**config.mk**
```make
export PLATFORM = sky130hd
export DESIGN_NAME = seg_mux_capture_flat
export DESIGN_NICKNAME = d
export VERILOG_FILES = /design/src/rtl/disp_pkg.sv /design/src/rtl/seg_mux_capture_if.sv /design/src/rtl/bus_stabilizer.sv /design/src/rtl/seg_mux_capture.sv /design/src/flat_wrapper.sv
export SDC_FILE = /design/constraint.sdc
export NUM_CORES = 1
export LEC_CHECK = 0
export CAP_MARGIN = 30
export CORE_MARGIN = 2
export CORE_UTILIZATION = 40
export CTS_BUF_LIST = sky130_fd_sc_hd__clkbuf_8
export CTS_CLUSTER_DIAMETER = 30
export DETAILED_ROUTE_END_ITERATION = 16
export PLACE_DENSITY = 0.6
export SETUP_SLACK_MARGIN = 0.4
export SKIP_CTS_REPAIR_TIMING = 1
export SLEW_MARGIN = 20
export SYNTH_ARGS = -nofsm -noshare
export SYNTH_HDL_FRONTEND = slang
export SYNTH_SLANG_ARGS = --single-unit
```
**constraint.sdc**
```tcl
create_clock -name clk -period 4.4 [get_ports clk]
set_input_delay 0.44 -clock clk [delete_from_list [all_inputs] [get_ports clk]]
set_output_delay 0.44 -clock clk [all_outputs]
set_load 0.005 [all_outputs]
```
**src/rtl/disp_pkg.sv**
```systemverilog
// Shared definitions for the multiplexed 7-segment display path: segment patterns,
// digit count, scan-sequencer states and the segment-to-BCD decoder.
package disp_pkg;

    localparam int NUM_DIGITS = 4;

    // Active-low patterns on seg[6:0], bit0 = a .. bit6 = g
    localparam logic [6:0] SEG_0     = 7'h40;
    localparam logic [6:0] SEG_1     = 7'h79;
    localparam logic [6:0] SEG_2     = 7'h24;
    localparam logic [6:0] SEG_3     = 7'h30;
    localparam logic [6:0] SEG_4     = 7'h19;
    localparam logic [6:0] SEG_5     = 7'h12;
    localparam logic [6:0] SEG_6     = 7'h02;
    localparam logic [6:0] SEG_7     = 7'h78;
    localparam logic [6:0] SEG_8     = 7'h00;
    localparam logic [6:0] SEG_9     = 7'h10;
    localparam logic [6:0] SEG_BLANK = 7'h7F;

    localparam logic [3:0] BCD_BAD   = 4'hF;

    typedef enum logic [1:0] {
        EXP0 = 2'd0,
        EXP1 = 2'd1,
        EXP2 = 2'd2,
        EXP3 = 2'd3
    } seq_state_e;

    function automatic logic [3:0] seg_decode(input logic [6:0] pat);
        logic [3:0] digit;
        case (pat)
            SEG_0:   digit = 4'd0;
            SEG_1:   digit = 4'd1;
            SEG_2:   digit = 4'd2;
            SEG_3:   digit = 4'd3;
            SEG_4:   digit = 4'd4;
            SEG_5:   digit = 4'd5;
            SEG_6:   digit = 4'd6;
            SEG_7:   digit = 4'd7;
            SEG_8:   digit = 4'd8;
            SEG_9:   digit = 4'd9;
            default: digit = BCD_BAD;
        endcase
        return digit;
    endfunction

endpackage

```
**src/rtl/seg_mux_capture_if.sv**
```systemverilog
// Display-bus observation interface: scanned seg/sel inputs plus the
// de-multiplexed digit registers and status pulses produced from them.
interface seg_mux_capture_if;
    import disp_pkg::*;

    logic [7:0]              seg_in;
    logic [NUM_DIGITS-1:0]   sel_in;
    logic [8*NUM_DIGITS-1:0] seg_raw;
    logic [4*NUM_DIGITS-1:0] bcd;
    logic [NUM_DIGITS-1:0]   dp;
    logic [NUM_DIGITS-1:0]   digit_valid;
    logic                    frame_valid;
    logic                    sel_error;
    logic                    seq_error;
    logic                    stale;

    // Master side drives the display bus and observes the capture results
    modport master (
        output seg_in, sel_in,
        input  seg_raw, bcd, dp, digit_valid, frame_valid, sel_error, seq_error, stale
    );

    modport slave (
        input  seg_in, sel_in,
        output seg_raw, bcd, dp, digit_valid, frame_valid, sel_error, seq_error, stale
    );

endinterface

```
**src/rtl/bus_stabilizer.sv**
```systemverilog
// Two-flop synchroniser plus stability counter; emits one cap_evt per stable period.
// cap_evt fires STABLE_CYCLES+2 edges after an input change; no backpressure.
module bus_stabilizer #(
    parameter int WIDTH         = 12,
    parameter int STABLE_CYCLES = 4
) (
    input  logic             clk,
    input  logic             rst,
    input  logic [WIDTH-1:0] bus_in,
    output logic [WIDTH-1:0] bus_stable,
    output logic             cap_evt
);

    localparam logic [7:0] CAP_CNT = 8'(STABLE_CYCLES - 1);

    logic [WIDTH-1:0] s1_q, s1_d;
    logic [WIDTH-1:0] s2_q, s2_d;
    logic [WIDTH-1:0] prev_q, prev_d;
    logic [7:0]       stab_cnt_q, stab_cnt_d;
    logic             armed_q, armed_d;

    always_comb begin
        s1_d       = bus_in;
        s2_d       = s1_q;
        prev_d     = s2_q;
        stab_cnt_d = stab_cnt_q;
        armed_d    = armed_q;
        cap_evt    = armed_q && (s2_q == prev_q) && (stab_cnt_q == CAP_CNT);

        if (s2_q != prev_q) begin
            stab_cnt_d = 8'd0;
            armed_d    = 1'b1;
        end else begin
            if (stab_cnt_q != 8'hFF) begin
                stab_cnt_d = stab_cnt_q + 8'd1;
            end
            // Disarm so a held value is captured only once until the bus moves
            if (cap_evt) begin
                armed_d = 1'b0;
            end
        end
    end

    always_ff @(posedge clk or posedge rst) begin
        if (rst) begin
            s1_q       <= '0;
            s2_q       <= '0;
            prev_q     <= '0;
            stab_cnt_q <= 8'd0;
            armed_q    <= 1'b0;
        end else begin
            s1_q       <= s1_d;
            s2_q       <= s2_d;
            prev_q     <= prev_d;
            stab_cnt_q <= stab_cnt_d;
            armed_q    <= armed_d;
        end
    end

    assign bus_stable = s2_q;

endmodule

```
**src/rtl/seg_mux_capture.sv**
```systemverilog
// De-multiplexes a scanned 7-segment bus into per-digit registers, BCD and scan-order status.
// Outputs update STABLE_CYCLES+3 edges after a bus change; purely observational, no backpressure.
module seg_mux_capture
    import disp_pkg::*;
#(
    parameter int STABLE_CYCLES  = 4,
    parameter int TIMEOUT_CYCLES = 25000000
) (
    input  logic              clk,
    input  logic              rst,
    seg_mux_capture_if.slave  bus
);

    localparam logic [31:0] TO_MAX = 32'(TIMEOUT_CYCLES);

    logic [11:0] stable_bus;
    logic        cap_evt;
    logic [7:0]  cap_seg;
    logic [3:0]  cap_sel;
    logic        one_hot;
    logic        multi_sel;
    logic [1:0]  k;
    logic [3:0]  dec;

    logic [31:0] seg_raw_q, seg_raw_d;
    logic [15:0] bcd_q, bcd_d;
    logic [3:0]  dp_q, dp_d;
    logic [3:0]  digit_valid_q, digit_valid_d;
    logic        frame_valid_q, frame_valid_d;
    logic        sel_error_q, sel_error_d;
    logic        seq_error_q, seq_error_d;
    logic [31:0] to_cnt_q, to_cnt_d;
    seq_state_e  state_q, state_d;

    bus_stabilizer #(
        .WIDTH         (12),
        .STABLE_CYCLES (STABLE_CYCLES)
    ) u_stab (
        .clk        (clk),
        .rst        (rst),
        .bus_in     ({bus.sel_in, bus.seg_in}),
        .bus_stable (stable_bus),
        .cap_evt    (cap_evt)
    );

    assign cap_seg   = stable_bus[7:0];
    assign cap_sel   = stable_bus[11:8];
    assign one_hot   = (cap_sel != 4'd0) && ((cap_sel & (cap_sel - 4'd1)) == 4'd0);
    assign multi_sel = (cap_sel != 4'd0) && !one_hot;
    assign dec       = seg_decode(cap_seg[6:0]);

    always_comb begin
        k = 2'd0;
        for (int i = 0; i < NUM_DIGITS; i++) begin
            if (cap_sel[i]) begin
                k = 2'(i);
            end
        end
    end

    always_comb begin
        seg_raw_d     = seg_raw_q;
        bcd_d         = bcd_q;
        dp_d          = dp_q;
        digit_valid_d = digit_valid_q;
        frame_valid_d = 1'b0;
        sel_error_d   = 1'b0;
        seq_error_d   = 1'b0;
        state_d       = state_q;
        to_cnt_d      = (to_cnt_q == TO_MAX) ? to_cnt_q : to_cnt_q + 32'd1;

        if (cap_evt && multi_sel) begin
            sel_error_d = 1'b1;
        end

        // Blanking captures (sel == 0) fall through both branches untouched
        if (cap_evt && one_hot) begin
            seg_raw_d[{k, 3'b000} +: 8] = cap_seg;
            bcd_d[{k, 2'b00} +: 4]      = dec;
            dp_d[k]                     = ~cap_seg[7];
            digit_valid_d[k]            = (dec != BCD_BAD);
            to_cnt_d                    = 32'd0;

            if (k == state_q) begin
                frame_valid_d = (state_q == EXP3);
                state_d       = seq_state_e'(k + 2'd1);
            end else begin
                seq_error_d = 1'b1;
                state_d     = (k == 2'd0) ? EXP1 : EXP0;
            end
        end
    end

    always_ff @(posedge clk or posedge rst) begin
        if (rst) begin
            seg_raw_q     <= 32'hFFFF_FFFF;
            bcd_q         <= 16'hFFFF;
            dp_q          <= 4'd0;
            digit_valid_q <= 4'd0;
            frame_valid_q <= 1'b0;
            sel_error_q   <= 1'b0;
            seq_error_q   <= 1'b0;
            to_cnt_q      <= 32'd0;
            state_q       <= EXP0;
        end else begin
            seg_raw_q     <= seg_raw_d;
            bcd_q         <= bcd_d;
            dp_q          <= dp_d;
            digit_valid_q <= digit_valid_d;
            frame_valid_q <= frame_valid_d;
            sel_error_q   <= sel_error_d;
            seq_error_q   <= seq_error_d;
            to_cnt_q      <= to_cnt_d;
            state_q       <= state_d;
        end
    end

    assign bus.seg_raw     = seg_raw_q;
    assign bus.bcd         = bcd_q;
    assign bus.dp          = dp_q;
    assign bus.digit_valid = digit_valid_q;
    assign bus.frame_valid = frame_valid_q;
    assign bus.sel_error   = sel_error_q;
    assign bus.seq_error   = seq_error_q;
    assign bus.stale       = (to_cnt_q == TO_MAX);

endmodule

```
**src/flat_wrapper.sv**
```systemverilog
// flat-port wrapper written by rule: the top's interface ports become plain ports
module seg_mux_capture_flat import disp_pkg::*;
#(
    parameter int STABLE_CYCLES  = 4,
    parameter int TIMEOUT_CYCLES = 25000000
)
  (clk, rst, bus_seg_in, bus_sel_in, bus_seg_raw, bus_bcd, bus_dp, bus_digit_valid, bus_frame_valid, bus_sel_error, bus_seq_error, bus_stale);
  seg_mux_capture_if bus_i ();
  input  logic clk;
  input  logic rst;
  input wire logic [$bits(bus_i.seg_in)-1:0] bus_seg_in;
  input wire logic [$bits(bus_i.sel_in)-1:0] bus_sel_in;
  output wire logic [$bits(bus_i.seg_raw)-1:0] bus_seg_raw;
  output wire logic [$bits(bus_i.bcd)-1:0] bus_bcd;
  output wire logic [$bits(bus_i.dp)-1:0] bus_dp;
  output wire logic [$bits(bus_i.digit_valid)-1:0] bus_digit_valid;
  output wire logic [$bits(bus_i.frame_valid)-1:0] bus_frame_valid;
  output wire logic [$bits(bus_i.sel_error)-1:0] bus_sel_error;
  output wire logic [$bits(bus_i.seq_error)-1:0] bus_seq_error;
  output wire logic [$bits(bus_i.stale)-1:0] bus_stale;
  assign bus_i.seg_in = bus_seg_in;
  assign bus_i.sel_in = bus_sel_in;
  assign bus_seg_raw = bus_i.seg_raw;
  assign bus_bcd = bus_i.bcd;
  assign bus_dp = bus_i.dp;
  assign bus_digit_valid = bus_i.digit_valid;
  assign bus_frame_valid = bus_i.frame_valid;
  assign bus_sel_error = bus_i.sel_error;
  assign bus_seq_error = bus_i.seq_error;
  assign bus_stale = bus_i.stale;
  seg_mux_capture #(.STABLE_CYCLES(STABLE_CYCLES), .TIMEOUT_CYCLES(TIMEOUT_CYCLES)) u_core (.clk(clk), .rst(rst), .bus(bus_i));
endmodule
```
==> results list, run 1 <==
* Worst endpoint data arrival time: 3460 ps
- The worst hold path passes through 0 cells.
* Nature of the critical path endpoint: flip-flop
- The pre-antenna-repair detailed-routing pass consisted of 5 iterations.
- Overall power consumption after layout is estimated at approximately 2.4 mW.
- CP max stage delay: 630 ps
- TritonCTS built the clock tree.
- After global routing the overflow that remains totals 0.
- At the end of routability-driven placement, the weighted congestion stood at 0.853.
* Slew at the pin closest to its max-slew limit: 769 ps
- H-tree depth reported by CTS: 4
- Max-cap violations in this run came to 0.
* Worst hold-check slack: 350 ps
* Area contributors post-synth: dfrtp_1, dfstp_2, xor2_1
* Post-Route WL: around 13 mm
- The first global-routing pass estimated 21.5 mm of wire.
- Number of hold-slack violations in the final timing report: 0
- 0 antenna diodes ended up in the layout.
* Number of library cell types mapped by synthesis: 53
* Max-slew violation count: 0
* Area enclosed by the die boundary: 0.0160 mm^2
- Clock skew after layout: 12.9 ps
- The detail route stage leaves a number of antenna-violating nets equal to 0.
- Startpoint class of the critical path: flip-flop
- Yosys mapped a number of flops with a built-in enable equal to 0.
- Overall track demand over capacity in global routing: 16.9%
* Min Tclk post-route: between 3000 and 4000 ps
- Number of buffers added on ports: 73
- Mapped cell area: 0.00601 mm^2
- Power spread over the standard cell area amounts to 333 mW/mm^2.
* Vertical die dimension: 127 um
* Core region area: around 0.015 mm^2
- Site row count: 44
* Mapped Cells: approximately 520
- Buf+Inv Stages, Crit Path: 2
- Synth warnings: 0
- CTS buffer count: 17
* Later-pin clock latency in the skew report: 450 ps
* Avg Synthesized Cell Area: 11.5 um^2
- Initial DRC Count: 301
- Library cell contributing the largest single delay on the critical path: a21oi_1
* Growth of design area from synthesis to finish: 21.4%
- Final layout net count: approximately 620
- The worst register-to-register path ends at u_core.bus.seg_raw[19]$_DFFE_PP1P_.
- The tree built by TritonCTS fans out to 138 sinks.
- Placement-stage worst setup slack: about 1400 ps
- Initial core utilization: 41.2%
- Boundary Pins: 74
* Min-Delay Path Class: reg -> reg
- F_max: 326 MHz
- The flow ran to the end, and the final reports show no timing, DRC or antenna violations.
- IR analysis of the VDD net gives a maximum drop of 0.160 mV.
* Total of flip-flops plus latches after synthesis: 138
- Start point of the worst hold path: u_core.u_stab.s1_q[3]$_DFF_PP0_
- The detailed router placed 4216 vias in this run.
- Total Negative Setup Slacks: 0 ps
* Utilization after layout: 50.0%
- Worst max-slew margin expressed relative to the limit: 48.7%
- After synthesis, the share of flip-flops with an asynchronous set or reset is 100%.
- Reg-to-reg critical path startpoint: u_core.u_stab.bus_stable[10]$_DFF_PP0_
- CTS clk-pin slew, worst paths: approximately 80 ps
- Library cell occupying the most area in the post-synthesis netlist: dfrtp_1
- Post-detailed-route via-to-cell ratio: 5.30
* Critical path depth in cells: 8
- The worst path uses 69.6% of the clock period.
* Detailed placement HPWL: 8.60 mm
- Ordered cell list for the critical path: inv_1 > a21oi_1 > inv_1 > ha_1 > nor2b_1 > nand3_1 > nor3_2 > a22o_1
* Leading cell type by number of instances after synthesis: dfrtp_1
- In this run the worst setup path begins at u_core.u_stab.bus_stable[10]$_DFF_PP0_.
* Critical path start-end classification: reg -> reg
- Most frequent CP cell: inv_1
- CP delay by family, top: compound AO/OA/AOI/OAI gates
- In this run the clock root is driven by a clkbuf_8.
- Setup violations, final: 0
* Yosys top cell area share: 37.5%
- Synth Flop Type: dfrtp_1
- Maximum number of pins on one net before global-route repair: 139
- Number of nets in the synthesized netlist: 548
- The number of global-route vias before repair was 4096.
* Setup repair after global routing missed its margin: no
- CP required: 4790 ps
* Leading post-synthesis cells by instance count: dfrtp_1, nor2_1, dfstp_2
- Fraction of final layout cells sized beyond drive strength 1: 16.5%
- WL/cell: 16.1 um
* Endpoint, Worst Hold: u_core.u_stab.bus_stable[3]$_DFF_PP0_
- Filler Cell Count: 1258
- Maximum fanout along the worst path: 10
- In this run the register-to-register setup slack is between 1000 and 1500 ps.
* Clock buffer depth: 2
* Worst-case reg-to-reg path depth: 8
- Setup slack closes at around 1300 ps.
* Number of design rule violations left after detail routing: 0
- The number of antenna violations at the first check in global routing came to 0.
* Leakage: around 3.0 nW
- The floorplan step set the die width to 127 um.
- Sequential cell area fraction in the yosys report: 58.5%
layout by cell type, fill, tap and decap left out, types with 5 or more instances in the layout:
cell type / count
ha_1: 10
o21ai_0: 40
clkdlybuf4s50_1: 73
dfstp_2: 48
inv_1: 17
xor2_1: 39
clkbuf_8: 17
a21oi_1: 7
nand3_1: 28
mux2_2: 8
nor2_1: 51
dfrtp_1: 90
o21ai_1: 12
nand2_1: 22
clkinvlp_4: 5
inv_6: 6
nor4_1: 6
a22o_1: 24
and2_1: 5
and3_1: 12
xnor2_1: 9
and4_1: 5
nand4_1: 12
cell type report:
type	count	area, um^2	share of cell area [%]
clock inverter	15	164	2.25
clock buffer	17	234	3.21
sequential	138	3510	48.2
timing repair buffer	77	773	10.6
multi-input combinational	347	2310	31.7
inverter	17	67.6	0.927
tap	184	230	3.16
stage by stage:
step	area, um^2	std cells
after global routing	7290	795
after detailed placement	6890	763
final	7290	795
after floorplan	6010	524
after global placement	6890	763
after CTS	7290	795
sequential cells by signal, summed over array words and instances (netlist names):
register,flops
u_core.bus.digit_valid,4
u_core.to_cnt_q,32
u_core.u_stab.prev_q,12
u_core.u_stab.stab_cnt_q,8
u_core.u_stab.s1_q,12
u_core.state_q,2
u_core.bus.bcd,16
u_core.bus.sel_error,1
u_core.bus.dp,4
u_core.bus.seg_raw,32
u_core.bus.seq_error,1
u_core.u_stab.bus_stable,12
u_core.u_stab.armed_q,1
u_core.bus.frame_valid,1
cell families (layout without fill, tap and decap cells):
logic type      Yosys count  count (layout)  synth area share (%)
simple gates            174             174                  16.2
compound gates          105             105                  11.3
buf+inv                  39             126                  3.08
fa+ha+maj                10              10                  2.08
xor+xnor                 48              48                  7.00
flops                   138             138                  58.5
mux                      10              10                  1.83
worst max-delay path by stage:
stage / endpoint
6_report: u_core.bus.seg_raw[19]$_DFFE_PP1P_
5_1_grt: u_core.bus.seg_raw[18]$_DFFE_PP1P_
4_1_cts: bus_stale
3_5_place_dp: u_core.bus.seg_raw[19]$_DFFE_PP1P_
3_3_place_gp: u_core.bus.seg_raw[18]$_DFFE_PP1P_
2_1_floorplan: u_core.bus.bcd[13]$_DFFE_PP1P_
power by group:
group | total (mW) | internal, mW | switching (mW)
registers | 1.31 | 1.29 | 0.0221
clock network | 1.03 | 0.512 | 0.521
logic | 0.0898 | 0.0319 | 0.0579
total | 2.43 | 1.83 | 0.601
routing by layer:
| metal | GRT usage [%] | part of all wire [%] | vias up |
|---|---|---|---|
| met5 | 0 | 0 | - |
| met4 | 6.98 | 1.7 | 0 |
| met3 | 3.96 | 4.3 | 16 |
| met2 | 24.2 | 45 | 106 |
| met1 | 24.8 | 49 | 2089 |
| li1 | - | - | 2005 |
Note: power is estimated with default switching activity, not from simulation.
==> run 2, diff against run 1 <==
==> constraint.sdc (replaced) <==
create_clock -name clk -period 3.2 [get_ports clk]
set_input_delay 0.32 -clock clk [delete_from_list [all_inputs] [get_ports clk]]
set_output_delay 0.32 -clock clk [all_outputs]
set_load 0.005 [all_outputs]
==> results list, run 2 (synthesis gave the netlist of run 1 again) <==
* Result of the run: completed
- Diode insertion count for antenna repair: 0 (unchanged)
* Most common library cell in the layout ignoring fill and taps: dfrtp_1
- Buffer type at the clock tree root: clkbuf_8
- Clock buffer depth: 2 (unchanged)
- Most used cells in the layout excluding fill and tap cells: dfrtp_1, clkdlybuf4s50_1, nor2_1
- The count of pins on the block boundary came to 74 (unchanged).
- The average wire per standard cell was 16.2 um (+1.2%).
* Min-Delay Path Class: in -> async
- Final layout net count: 633 (+1.8%)
- The worst setup path is of the reg -> reg kind.
- The first-pass GRT wire length is 22.0 mm (+2.7%).
* Part of the cycle the worst path needs: 81.6% (+12 points)
* Worst endpoint data arrival time: 3000 ps (-460 ps)
- The worst hold slack came to 296 ps (-54.3 ps).
- Initial DRC Count: 413 (+37%)
- Setup repair after global routing could not meet its margin everywhere.
- The ratio of total power to cell area came to 437 mW/mm^2 (+31%).
- The non-filler instance count after layout was 806 (+1.4%).
- Max-slew violation count: 0 (unchanged)
* Total Negative Setup Slacks: 0 ps (unchanged)
- In this design, the largest share of critical-path delay is due to simple AND/OR/NAND/NOR gates.
- CTS buffer count: 17 (unchanged)
- On the critical path, the stage with the largest delay is an instance of nor3_2.
- H-tree depth reported by CTS: 4 (unchanged)
- CP required: 3590 ps (-1200 ps)
- Maximum number of pins on one net before global-route repair: 51 (-63%)
- Number of instances in the placed design: 774 (+1.4%)
- The final worst-path setup slack was 588 ps (-748 ps).
- The worst clock skew is 8.95 ps (-3.91 ps).
- Placement-stage worst setup slack: 358 ps (-1050 ps)
* Post-detailed-route via-to-cell ratio: 5.33 (+0.41%)
* Site row count: 44 (unchanged)
- Growth of design area from synthesis to finish: 22.6%
- Initial core utilization: 41.2% (unchanged)
- Fraction of final layout cells sized beyond drive strength 1: 17.8% (+1.3 points)
- The share of power burned in registers was 55.6% (+1.8 points).
- Min Tclk post-route: 2610 ps (-452 ps)
* F_max: 383 MHz (+17%)
- The net switching component of the power was 773 uW (+29%).
- The post-detailed-routing wire length was 13.1 mm (+2.6%).
* Number of buffers added on ports: 73 (unchanged)
- The number of antenna violations at the first check in global routing was 0 (unchanged).
* Power after layout: 3.21 mW (+32%)
* Length of the first detailed-routing pass in iterations: 5 (unchanged)
- The count of final hold-check violations is 0 (unchanged).
- Worst max-slew margin expressed relative to the limit: 51.6% (+2.9 points)
- Internal power component: 2.44 mW (+33%)
- The total number of vias is 4292 (+1.8%).
* Reg-to-reg critical path startpoint: u_core.u_stab.bus_stable[11]$_DFF_PP0_
- The number of failing setup endpoints in the final timing report came to 0 (unchanged).
- Ordered cell list for the critical path: xor2_1 > nor4_4 > nand3_1 > nor3_2 > a22o_1
* Clock network power share: 39.8% (-2.7 points)
* CP max stage delay: 620 ps (about the same)
- The switching part of the total power is 24.0% (-0.68 points).
* CTS tree: built
- The source-to-sink clock delay at the later pin of the worst-skew pair came to 440 ps (about the same).
- Nature of the critical path endpoint: flip-flop
- The overall die area came to 0.0160 mm^2 (unchanged).
* Final RePlAce weighted congestion: 0.825 (-3.4%)
- Core region area: 0.0146 mm^2 (unchanged)
- Clock Sinks: 138 (unchanged)
- Startpoint class of the critical path: flip-flop
* Slew at the pin closest to its max-slew limit: 723 ps (-45.6 ps)
- The leakage power summed over all cells came to 3.10 nW (+2.6%).
- Buf+Inv Stages, Crit Path: 0 (-2)
- Worst r2r dst: u_core.bus.seg_raw[10]$_DFFE_PP1P_
* Count of max-cap constraint violations: 0 (unchanged)
* Vertical die dimension: 127 um (unchanged)
* Flop-to-flop setup slack: 590 ps (-750 ps)
* Number of design rule violations left after detail routing: 0 (unchanged)
- The total global routing track utilization is 17.3% (+0.36 points).
- The detailed placer's ending HPWL came to 9.21 mm (+7.1%).
* Maximum fanout along the worst path: 13 (+3)
- The highest ir drop seen on vdd came to 0.200 mV (+25%).
- The clock transition at the registers of the reported paths came to 80 ps (about the same).
- Vias in the first global route: 4325 (+5.6%)
- The number of nets still failing antenna checks after routing came to 0 (unchanged).
- Worst-case reg-to-reg path depth: 5 (-3)
* Share of power burned in combinational logic: 4.6% (+0.9 points)
- Total grt overflow: 0 (unchanged)
- The horizontal extent of the die was 127 um (unchanged).
-- run 2: cell count changes in the layout (fill, tap and decap cells not counted), moves of 2 or more --
cell      previous run  this run
buf_4                3        14
clkinv_1             0         2
clkinv_2             0         3
inv_6                6         0
nor3_2               3         1
nor3_4               0         2
-- run 2: how the worst max path moves through the flow --
stage                                           start                                 end  slack, ps  cells after the start
2_1_floorplan  u_core.u_stab.bus_stable[10]$_DFF_PP0_      u_core.bus.bcd[13]$_DFFE_PP1P_        790                     10
3_3_place_gp   u_core.u_stab.bus_stable[10]$_DFF_PP0_  u_core.bus.seg_raw[23]$_DFFE_PP1P_        530                      8
3_5_place_dp   u_core.u_stab.bus_stable[10]$_DFF_PP0_  u_core.bus.seg_raw[21]$_DFFE_PP1P_        360                      8
4_1_cts        u_core.u_stab.bus_stable[10]$_DFF_PP0_  u_core.bus.seg_raw[16]$_DFFE_PP1P_        340                      8
5_1_grt        u_core.u_stab.bus_stable[11]$_DFF_PP0_  u_core.bus.seg_raw[13]$_DFFE_PP1P_        380                      5
6_report       u_core.u_stab.bus_stable[11]$_DFF_PP0_  u_core.bus.seg_raw[10]$_DFFE_PP1P_        590                      5
-- run 2: area by class of cell --
type,instances,area (um^2)
clock buffer,18,248
clock inverter,14,109
fill,1283,7230
inverter,17,67.6
multi-input combinational,347,2340
sequential,138,3510
tap,184,230
timing repair buffer,88,856
-- run 2: power groups by stage --
stage / clock [mW] / combinational (mW) / sequential [mW]
3_3_place_gp: 0 / 0.145 / 1.82
6_report: 1.28 / 0.148 / 1.79
3_5_place_dp: 0 / 0.148 / 1.82
5_1_grt: 1.40 / 0.165 / 1.79
4_1_cts: 1.32 / 0.149 / 1.79
2_1_floorplan: 0 / 0.101 / 1.81
-- run 2: per-stage QoR --
| stage | util (%) | instance area, um^2 |
|---|---|---|
| after floorplan | - | 6010 |
| after global placement | 47.8 | 6980 |
| after detailed placement | 47.8 | 6980 |
| after CTS | 50.3 | 7330 |
| after global routing | 50.5 | 7360 |
| final | 50.5 | 7360 |
-- run 2: per-layer routing --
metal	up-vias	part of all wire [%]	global-route usage, %
met5	-	0	0
met4	0	1.6	6.40
met3	20	4.5	4.51
met2	111	47	26.5
met1	2129	47	23.8
li1	2032	-	-
